===== src/rtl/instr_fetch_unit.sv =====
// Program counter and instruction fetch stage: fetches one word per instruction over
// a req/ack port, holds it for the execute window, then selects the next PC.
module instr_fetch_unit #(
    parameter logic [31:0] RESET_PC = 32'h0000_0000
) (
    input  logic        clk_i,
    input  logic        rst_i,
    output logic        imem_req_o,
    output logic [31:0] imem_addr_o,
    input  logic        imem_ack_i,
    input  logic [31:0] imem_rdata_i,
    output logic [31:0] instr_o,
    output logic        instr_valid_o,
    input  logic        stall_i,
    input  logic        branch_i,
    input  logic [1:0]  branch_type_i,
    input  logic        jump_i,
    input  logic        zero_i,
    input  logic        sign_i,
    output logic [31:0] pc_o,
    output logic [31:0] pc_plus4_o,
    output logic [31:0] retired_cnt_o
);

    typedef enum logic [1:0] {
        ST_BOOT  = 2'd0,
        ST_FETCH = 2'd1,
        ST_EXEC  = 2'd2
    } state_t;

    state_t      r_state;
    logic [31:0] r_pc;
    logic [31:0] r_instr;
    logic [31:0] r_retired;

    logic [31:0] w_pc_plus4;
    logic [31:0] w_branch_off;
    logic [31:0] w_branch_target;
    logic [31:0] w_jump_target;
    logic        w_cond;
    logic [31:0] w_next_pc;

    assign w_pc_plus4      = r_pc + 32'd4;
    assign w_branch_off    = {{14{r_instr[15]}}, r_instr[15:0], 2'b00};
    assign w_branch_target = w_pc_plus4 + w_branch_off;
    assign w_jump_target   = {w_pc_plus4[31:28], r_instr[25:0], 2'b00};

    always_comb begin
        w_cond = 1'b0;
        case (branch_type_i)
            2'b00:   w_cond = zero_i;
            2'b01:   w_cond = zero_i | sign_i;
            2'b10:   w_cond = sign_i;
            default: w_cond = ~zero_i;
        endcase
    end

    // Jump outranks a simultaneous branch request.
    always_comb begin
        w_next_pc = w_pc_plus4;
        if (jump_i) begin
            w_next_pc = w_jump_target;
        end else if (branch_i && w_cond) begin
            w_next_pc = w_branch_target;
        end
    end

    always_ff @(posedge clk_i or posedge rst_i) begin
        if (rst_i) begin
            r_state   <= ST_BOOT;
            r_pc      <= RESET_PC;
            r_instr   <= 32'd0;
            r_retired <= 32'd0;
        end else begin
            case (r_state)
                ST_BOOT: begin
                    r_state <= ST_FETCH;
                end
                ST_FETCH: begin
                    if (imem_ack_i) begin
                        r_instr <= imem_rdata_i;
                        r_state <= ST_EXEC;
                    end
                end
                ST_EXEC: begin
                    if (!stall_i) begin
                        r_pc      <= w_next_pc;
                        r_retired <= r_retired + 32'd1;
                        r_state   <= ST_FETCH;
                    end
                end
                default: begin
                    r_state <= ST_BOOT;
                end
            endcase
        end
    end

    // Handshake flags come straight from the state register, so they can never overlap.
    assign imem_req_o    = (r_state == ST_FETCH);
    assign instr_valid_o = (r_state == ST_EXEC);
    assign imem_addr_o   = r_pc;
    assign pc_o          = r_pc;
    assign pc_plus4_o    = w_pc_plus4;
    assign instr_o       = r_instr;
    assign retired_cnt_o = r_retired;

endmodule


===== config.mk =====
export PLATFORM = sky130hd
export DESIGN_NAME = instr_fetch_unit
export DESIGN_NICKNAME = d
export VERILOG_FILES = /design/src/rtl/instr_fetch_unit.sv
export SDC_FILE = /design/constraint.sdc
export NUM_CORES = 1
export LEC_CHECK = 0
export BUFFER_PORTS_ARGS = -buffer_cell sky130_fd_sc_hd__buf_2
export CAP_MARGIN = 20
export CORE_MARGIN = 5
export CORE_UTILIZATION = 53
export DETAILED_ROUTE_END_ITERATION = 10
export GPL_TIMING_DRIVEN = 0
export PLACE_DENSITY = 0.92
export SLEW_MARGIN = 20
export SYNTH_ARGS = -nofsm -noshare
export SYNTH_HDL_FRONTEND = slang
export SYNTH_SLANG_ARGS = --single-unit

===== constraint.sdc =====
create_clock -name clk_i -period 4.6 [get_ports clk_i]
set_input_delay 0.46 -clock clk_i [delete_from_list [all_inputs] [get_ports clk_i]]
set_output_delay 0.46 -clock clk_i [all_outputs]
set_load 0.01 [all_outputs]

==> flow_summary_export.csv, run 1 <==
group,metric,value,unit
finish,instances_no_fill,1117,
sta,finalHoldViolations,0,
synth,synth_cell_types,64,
finish,final_util,0.659,
floorplan,die-area,14900,µm²
floorplan,fp.coreArea,12500,µm²
worst_setup_path,end_kind,"register",
place,place_hpwl,15500,µm
clocking,cts_tree,"yes",
power,p_sw_frac,0.477,
detailed_routing,drtIter0Drc,591,
min_path,hold_path.class,"primary input to asynchronous set/reset pin",
clocking,cts_htree_levels,3,
clocking,cts_buffer_depth,2,
detailed_routing,first_pass_iters,5,
place,portBuffers,197,
grt,antenna_found_initial,0,
sta,slew_viol_final,0,
floorplan,row_count,41,
synth,async_reset_ff_frac,1.00,
synth,yosysTopAreaCell,"dfrtp_1",
place,place_worst_setup_slack,525,ps
finish,fillers,1036,
clocking,post_cts_buffers,0,
power,p_clk_frac,0.121,
floorplan,initial_core_util,0.535,
power,power_frac_comb,0.629,
clocking,clock_latency,360,ps
clocking,cts_resized,0,
sta,setup_violations,0,
worst_setup_path,cp-start-kind,"register",
synth,yosysWarnings,0,
floorplan,fp.dieW,122,µm
clocking,clk_pin_slew,80,ps
synth,synth_most_common_cell,"dfrtp_1",
finish,layout-drive-gt1-share,0.316,
grt,grt.overflow.total,0,
place,dp.cells,1101,
sta,hold_slack,80.5,ps
synth,postSynthCellCount,726,
synth,synth_common_cells,"96 x dfrtp_1, 72 x nand2_1, 61 x nor2_1",
grt,grt_pass1_vias,6272,
detailed_routing,wirelength,20000,µm
worst_setup_path,critPathRequiredTime,4810,ps
grt,grt_pass1_wl,31400,µm
worst_setup_path,critPathMaxFanout,8,
sta,rsz0062_at_grt,"no",
detailed_routing,ant_nets,0,
flow_run,max-cap-violations,0,
synth,synth_flop_cell,"dfrtp_1",
detailed_routing,drc_errors,0,
clocking,numClockSinks,96,
sta,setup_ws,453,ps
power,power.leakage,4.06,nW
power,intPower,3.29,mW
place,gp_congestion,0.968,
synth,synth-edff-count,0,
floorplan,die_h,122,µm
worst_setup_path,path_class,"register to register",
clocking,cts_buffers,9,
clocking,postCtsHoldBufs,0,
synth,synth_area_leaders,"dfrtp_1 36%, ha_1 7.1%, xnor2_1 7.0%",
sta,setup_tns,0,ps
synth,synth_seq_cells,96,
finish,stdcell_area,8210,µm²
worst_setup_path,worstPathArrival,4360,ps
place,placed_cell_area,7920,µm²
clocking,cts_root_buffer,"clkbuf_16",
power,pwr-share-seq,0.249,
power,vdd_drop_max,400,µV
power,powerDensity,765,nW/µm²
power,finalPower,6.29,mW
sta,fmax,241,MHz
sta,period_minus_slack,4150,ps
synth,postSynthAreaPerCell,9.18,µm²
detailed_routing,vias,6474,
worst_setup_path,reg2reg_from,"imem_addr_o[7]",
outcome,outcome,"finished clean",
synth,ys_seq_area_frac,0.360,
floorplan,io_pins,204,
sta,slew_headroom,0.427,
finish,nets,1021,
grt,grt_max_degree,63,
sta,fin_crit_sh,0.902,
finish,area_growth,23.2,%
power,power_switching,3.00,mW
sta,skew,9.54,ps
worst_setup_path,cp-startpoint,"imem_addr_o[7]",
detailed_routing,wl_per_cell,17.9,µm
sta,worst_pin_slew,859,ps
synth,syn-cell-area,6670,µm²
detailed_routing,viasPerCell,5.80,
finish,antenna_cells,0,
synth,post-synth-top-area-fraction,0.360,
grt,grtUsageTotal,0.266,
## worst paths after layout
path / cells after the start / slack, ps / to
setup / recovery: 15 / 450 / imem_addr_o[27]
hold / removal: 2 / 80 / instr_o[28]
setup reg to reg: 15 / 450 / imem_addr_o[27]
hold reg to reg: 1 / 490 / retired_cnt_o[27]
max in group asynchronous: 3 / 3890 / imem_addr_o[9]
min in group clk_i: 2 / 310 / r_state[0]
## critical path, stage by stage (launching register included)
cell and delay (ps):
dfrtp_1 510, and4_1 230, buf_4 150, and4_4 290, and3_1 200, nand3_1 110, xnor2_1 330, ha_1 350
a21o_1 200, a2111oi_2 390, o311ai_2 240, a31oi_4 230, o21ai_1 180, a31oi_1 250, xor2_1 220, o221ai_1 140
## sequential cells by signal, summed over array words and instances (netlist names)
name and count:
imem_addr_o 30, retired_cnt_o 32, instr_o 32, r_state 2
## cells by family (layout without fill, tap and decap cells)
kind of cell             after synthesis  after routing  share of synthesized area
AO/OA/AOI/OAI                        163            163                      0.160
XOR/XNOR                              84             84                      0.111
adder cells (fa/ha/maj)               39             39                     0.0743
buffers and inverters                 72            286                     0.0616
flip-flops                            96             96                      0.360
multiplexers                          40             40                     0.0661
other                                  1              6                   0.000563
AND/OR/NAND/NOR                      231            231                      0.166
## layout by cell type, fill, tap and decap left out, types with 3 or more instances in the layout
cell	instances
buf_2	198
dfrtp_1	96
nand2_1	72
nor2_1	61
xnor2_1	53
a21oi_1	39
o21ai_0	38
ha_1	38
buf_4	37
mux2_2	32
xor2_1	30
nand3_1	22
nand4_1	20
a21o_1	15
clkbuf_1	14
and3_1	12
inv_1	12
nor3_1	11
a211oi_1	11
nor2b_1	10
o21ai_1	9
clkbuf_16	9
mux2i_1	8
conb_1	6
o21bai_1	5
buf_1	5
and2_1	4
a211o_1	4
o22ai_1	4
nand2b_1	4
a31oi_1	4
inv_8	4
o21a_1	3
o31ai_1	3
a221oi_1	3
or3_1	3
o221ai_1	3
a22oi_1	3
inv_6	3
a2111oi_0	3
## routing by layer
layer	wire, µm	track usage	part of all wire	up-vias
met5	0	0	0	-
met4	768	0.124	0.038	0
met3	1790	0.0552	0.089	65
met2	9480	0.434	0.47	348
met1	7980	0.340	0.40	3090
li1	-	-	-	2971
## power groups by stage
stage	clock, mW	sequential, mW	combinational [mW]
after global routing	0.811	1.61	4.32
after detailed placement	0	1.57	3.88
after floorplan	0	1.58	2.67
after global placement	0	1.56	3.76
after CTS	0.775	1.56	3.91
final	0.761	1.57	3.96
## area by class of cell
| cell class | count | area, µm² | area share |
|---|---|---|---|
| buffer | 57 | 354 | 0.0431 |
| clock buffer | 9 | 225 | 0.0274 |
| clock inverter | 7 | 70.1 | 0.00853 |
| inverter | 15 | 61.3 | 0.00746 |
| multi-input combinational | 563 | 3870 | 0.471 |
| sequential | 96 | 2400 | 0.292 |
| tap | 172 | 215 | 0.0262 |
| timing repair buffer | 198 | 1010 | 0.123 |
No activity file was read; power rests on OpenSTA's default activity.
==> run 2: changes to the inputs <==
--- a/config.mk
+++ b/config.mk
@@ -7,11 +7,14 @@
 export LEC_CHECK = 0
 export BUFFER_PORTS_ARGS = -buffer_cell sky130_fd_sc_hd__buf_2
 export CAP_MARGIN = 20
+export CELL_PAD_IN_SITES_DETAIL_PLACEMENT = 0
+export CELL_PAD_IN_SITES_GLOBAL_PLACEMENT = 1
 export CORE_MARGIN = 5
-export CORE_UTILIZATION = 53
+export CORE_UTILIZATION = 39
+export CTS_BUF_LIST = sky130_fd_sc_hd__clkbuf_16
 export DETAILED_ROUTE_END_ITERATION = 10
 export GPL_TIMING_DRIVEN = 0
-export PLACE_DENSITY = 0.92
+export PLACE_DENSITY = 0.93
 export SLEW_MARGIN = 20
 export SYNTH_ARGS = -nofsm -noshare
 export SYNTH_HDL_FRONTEND = slang
==> run 2 against run 1 <==
Net effect: maximum frequency decreased by 0.51%; critical path depth unchanged; utilization down 16 points; highest routed layer is now met5.
==> flow_summary_export.csv, run 2 (same netlist as run 1, synthesis figures left out) <==
group,metric,value,unit
sta,finalHoldViolations,0,
floorplan,initial_core_util,0.399,
place,gp_congestion,0.891,
clocking,clk_pin_slew,90,ps
floorplan,row_count,47,
grt,antenna_found_initial,1,
worst_setup_path,end_kind,"register",
grt,grt.overflow.total,0,
finish,area_growth,24.5,%
floorplan,fp.coreArea,16700,µm²
clocking,postCtsHoldBufs,0,
grt,grtUsageTotal,0.209,
power,vdd_drop_max,382,µV
clocking,cts_resized,0,
worst_setup_path,path_class,"register to register",
grt,grt_max_degree,67,
power,power_frac_comb,0.622,
power,p_sw_frac,0.478,
floorplan,die-area,19800,µm²
min_path,hold_path.class,"primary input to asynchronous set/reset pin",
clocking,cts_tree,"yes",
flow_run,max-cap-violations,0,
clocking,cts_htree_levels,3,
detailed_routing,drtIter0Drc,417,
floorplan,io_pins,204,
finish,final_common_cell,"buf_2",
sta,slew_viol_final,0,
outcome,outcome,"finished clean",
detailed_routing,vias,6239,
sta,period_minus_slack,4170,ps
clocking,numClockSinks,96,
finish,layout-drive-gt1-share,0.316,
detailed_routing,ant_nets,0,
worst_setup_path,critPathRequiredTime,4810,ps
finish,stdcell_area,8300,µm²
power,power_switching,3.01,mW
detailed_routing,wirelength,21000,µm
sta,setup_violations,0,
clocking,cts_buffers,9,
worst_setup_path,worstPathArrival,4380,ps
detailed_routing,viasPerCell,5.36,
detailed_routing,first_pass_iters,7,
grt,grt_pass1_wl,33000,µm
finish,final_cell_mix,"198 x buf_2, 96 x dfrtp_1, 72 x nand2_1",
clocking,cts_buffer_depth,2,
sta,rsz0062_at_grt,"no",
sta,slew_headroom,0.391,
floorplan,fp.dieW,141,µm
finish,instances_no_fill,1165,
place,place_hpwl,16100,µm
sta,fmax,240,MHz
sta,fin_crit_sh,0.906,
power,p_clk_frac,0.128,
sta,skew,11.9,ps
detailed_routing,drc_errors,0,
power,pwr-share-seq,0.250,
floorplan,die_h,141,µm
place,placed_cell_area,7980,µm²
power,powerDensity,758,nW/µm²
clocking,post_cts_buffers,0,
power,intPower,3.29,mW
place,dp.cells,1149,
place,portBuffers,197,
sta,worst_pin_slew,914,ps
worst_setup_path,critPathMaxFanout,8,
clocking,cts_root_buffer,"clkbuf_16",
finish,fillers,1635,
finish,antenna_cells,0,
worst_setup_path,cp-start-kind,"register",
clocking,clock_latency,370,ps
finish,nets,1021,
power,power.leakage,4.07,nW
grt,grt_pass1_vias,6011,
sta,setup_tns,0,ps
detailed_routing,wl_per_cell,18.1,µm
run 2: cell count changes in the layout (fill, tap and decap cells not counted), sizes merged:
| cell | delta |
|---|---|
| clkinv | +5 |
| clkinvlp | -1 |
| inv | -4 |
run 2: metal layers:
layer	GRT usage	routed length [µm]	vias up
li1	-	-	2974
met1	0.282	9390	2992
met2	0.335	9710	243
met3	0.0484	1550	28
met4	0.0612	372	2
met5	0	7	-
run 2: power groups by stage:
stage / Sequential (mW) / Clock [mW] / Combinational, mW
6_report: 1.57 / 0.807 / 3.92
5_1_grt: 1.63 / 0.861 / 4.30
4_1_cts: 1.57 / 0.828 / 3.90
3_5_place_dp: 1.59 / 0 / 3.87
3_3_place_gp: 1.58 / 0 / 3.83
2_1_floorplan: 1.58 / 0 / 2.67
run 2: final timing paths:
| check | startpoint | to | slack, ps | cells after the start |
|---|---|---|---|---|
| worst max-delay path | imem_addr_o[7] | imem_addr_o[27] | 430 | 15 |
| min in group clk_i | imem_rdata_i[28] | instr_o[28] | 310 | 2 |
| worst min-delay path | rst_i | retired_cnt_o[19] | 60 | 2 |
| max in group asynchronous | rst_i | instr_o[19] | 3900 | 3 |
| worst max register to register | imem_addr_o[7] | imem_addr_o[27] | 430 | 15 |
| worst min register to register | retired_cnt_o[31] | retired_cnt_o[31] | 470 | 1 |
run 2: worst max-delay path: stages, from the launching register on:
cell	delay (ps)
dfrtp_1	490
and4_1	220
buf_4	150
and4_4	290
and3_1	200
nand3_1	100
xnor2_1	320
ha_1	350
a21o_1	210
a2111oi_2	430
o311ai_2	240
a31oi_4	240
o21ai_1	180
a31oi_1	230
xor2_1	230
o221ai_1	140
run 2: cell type report:
class | count | area, µm² | area share
multi-input combinational | 563 | 3870 | 0.466
tap | 220 | 275 | 0.0332
timing repair buffer | 198 | 1010 | 0.122
clock inverter | 7 | 98.8 | 0.0119
sequential | 96 | 2400 | 0.289
clock buffer | 9 | 225 | 0.0271
inverter | 15 | 61.3 | 0.00738
buffer | 57 | 354 | 0.0426
run 2: through the flow:
stage,util,worst slack [ps],power (mW),hold WS (ps)
floorplan,-,875,4.25,472
global placement,0.476,223,5.40,452
detailed placement,0.478,423,5.46,456
CTS,0.497,390,6.30,59.2
global route,0.497,113,6.79,76.4
finish,0.497,431,6.30,56.8
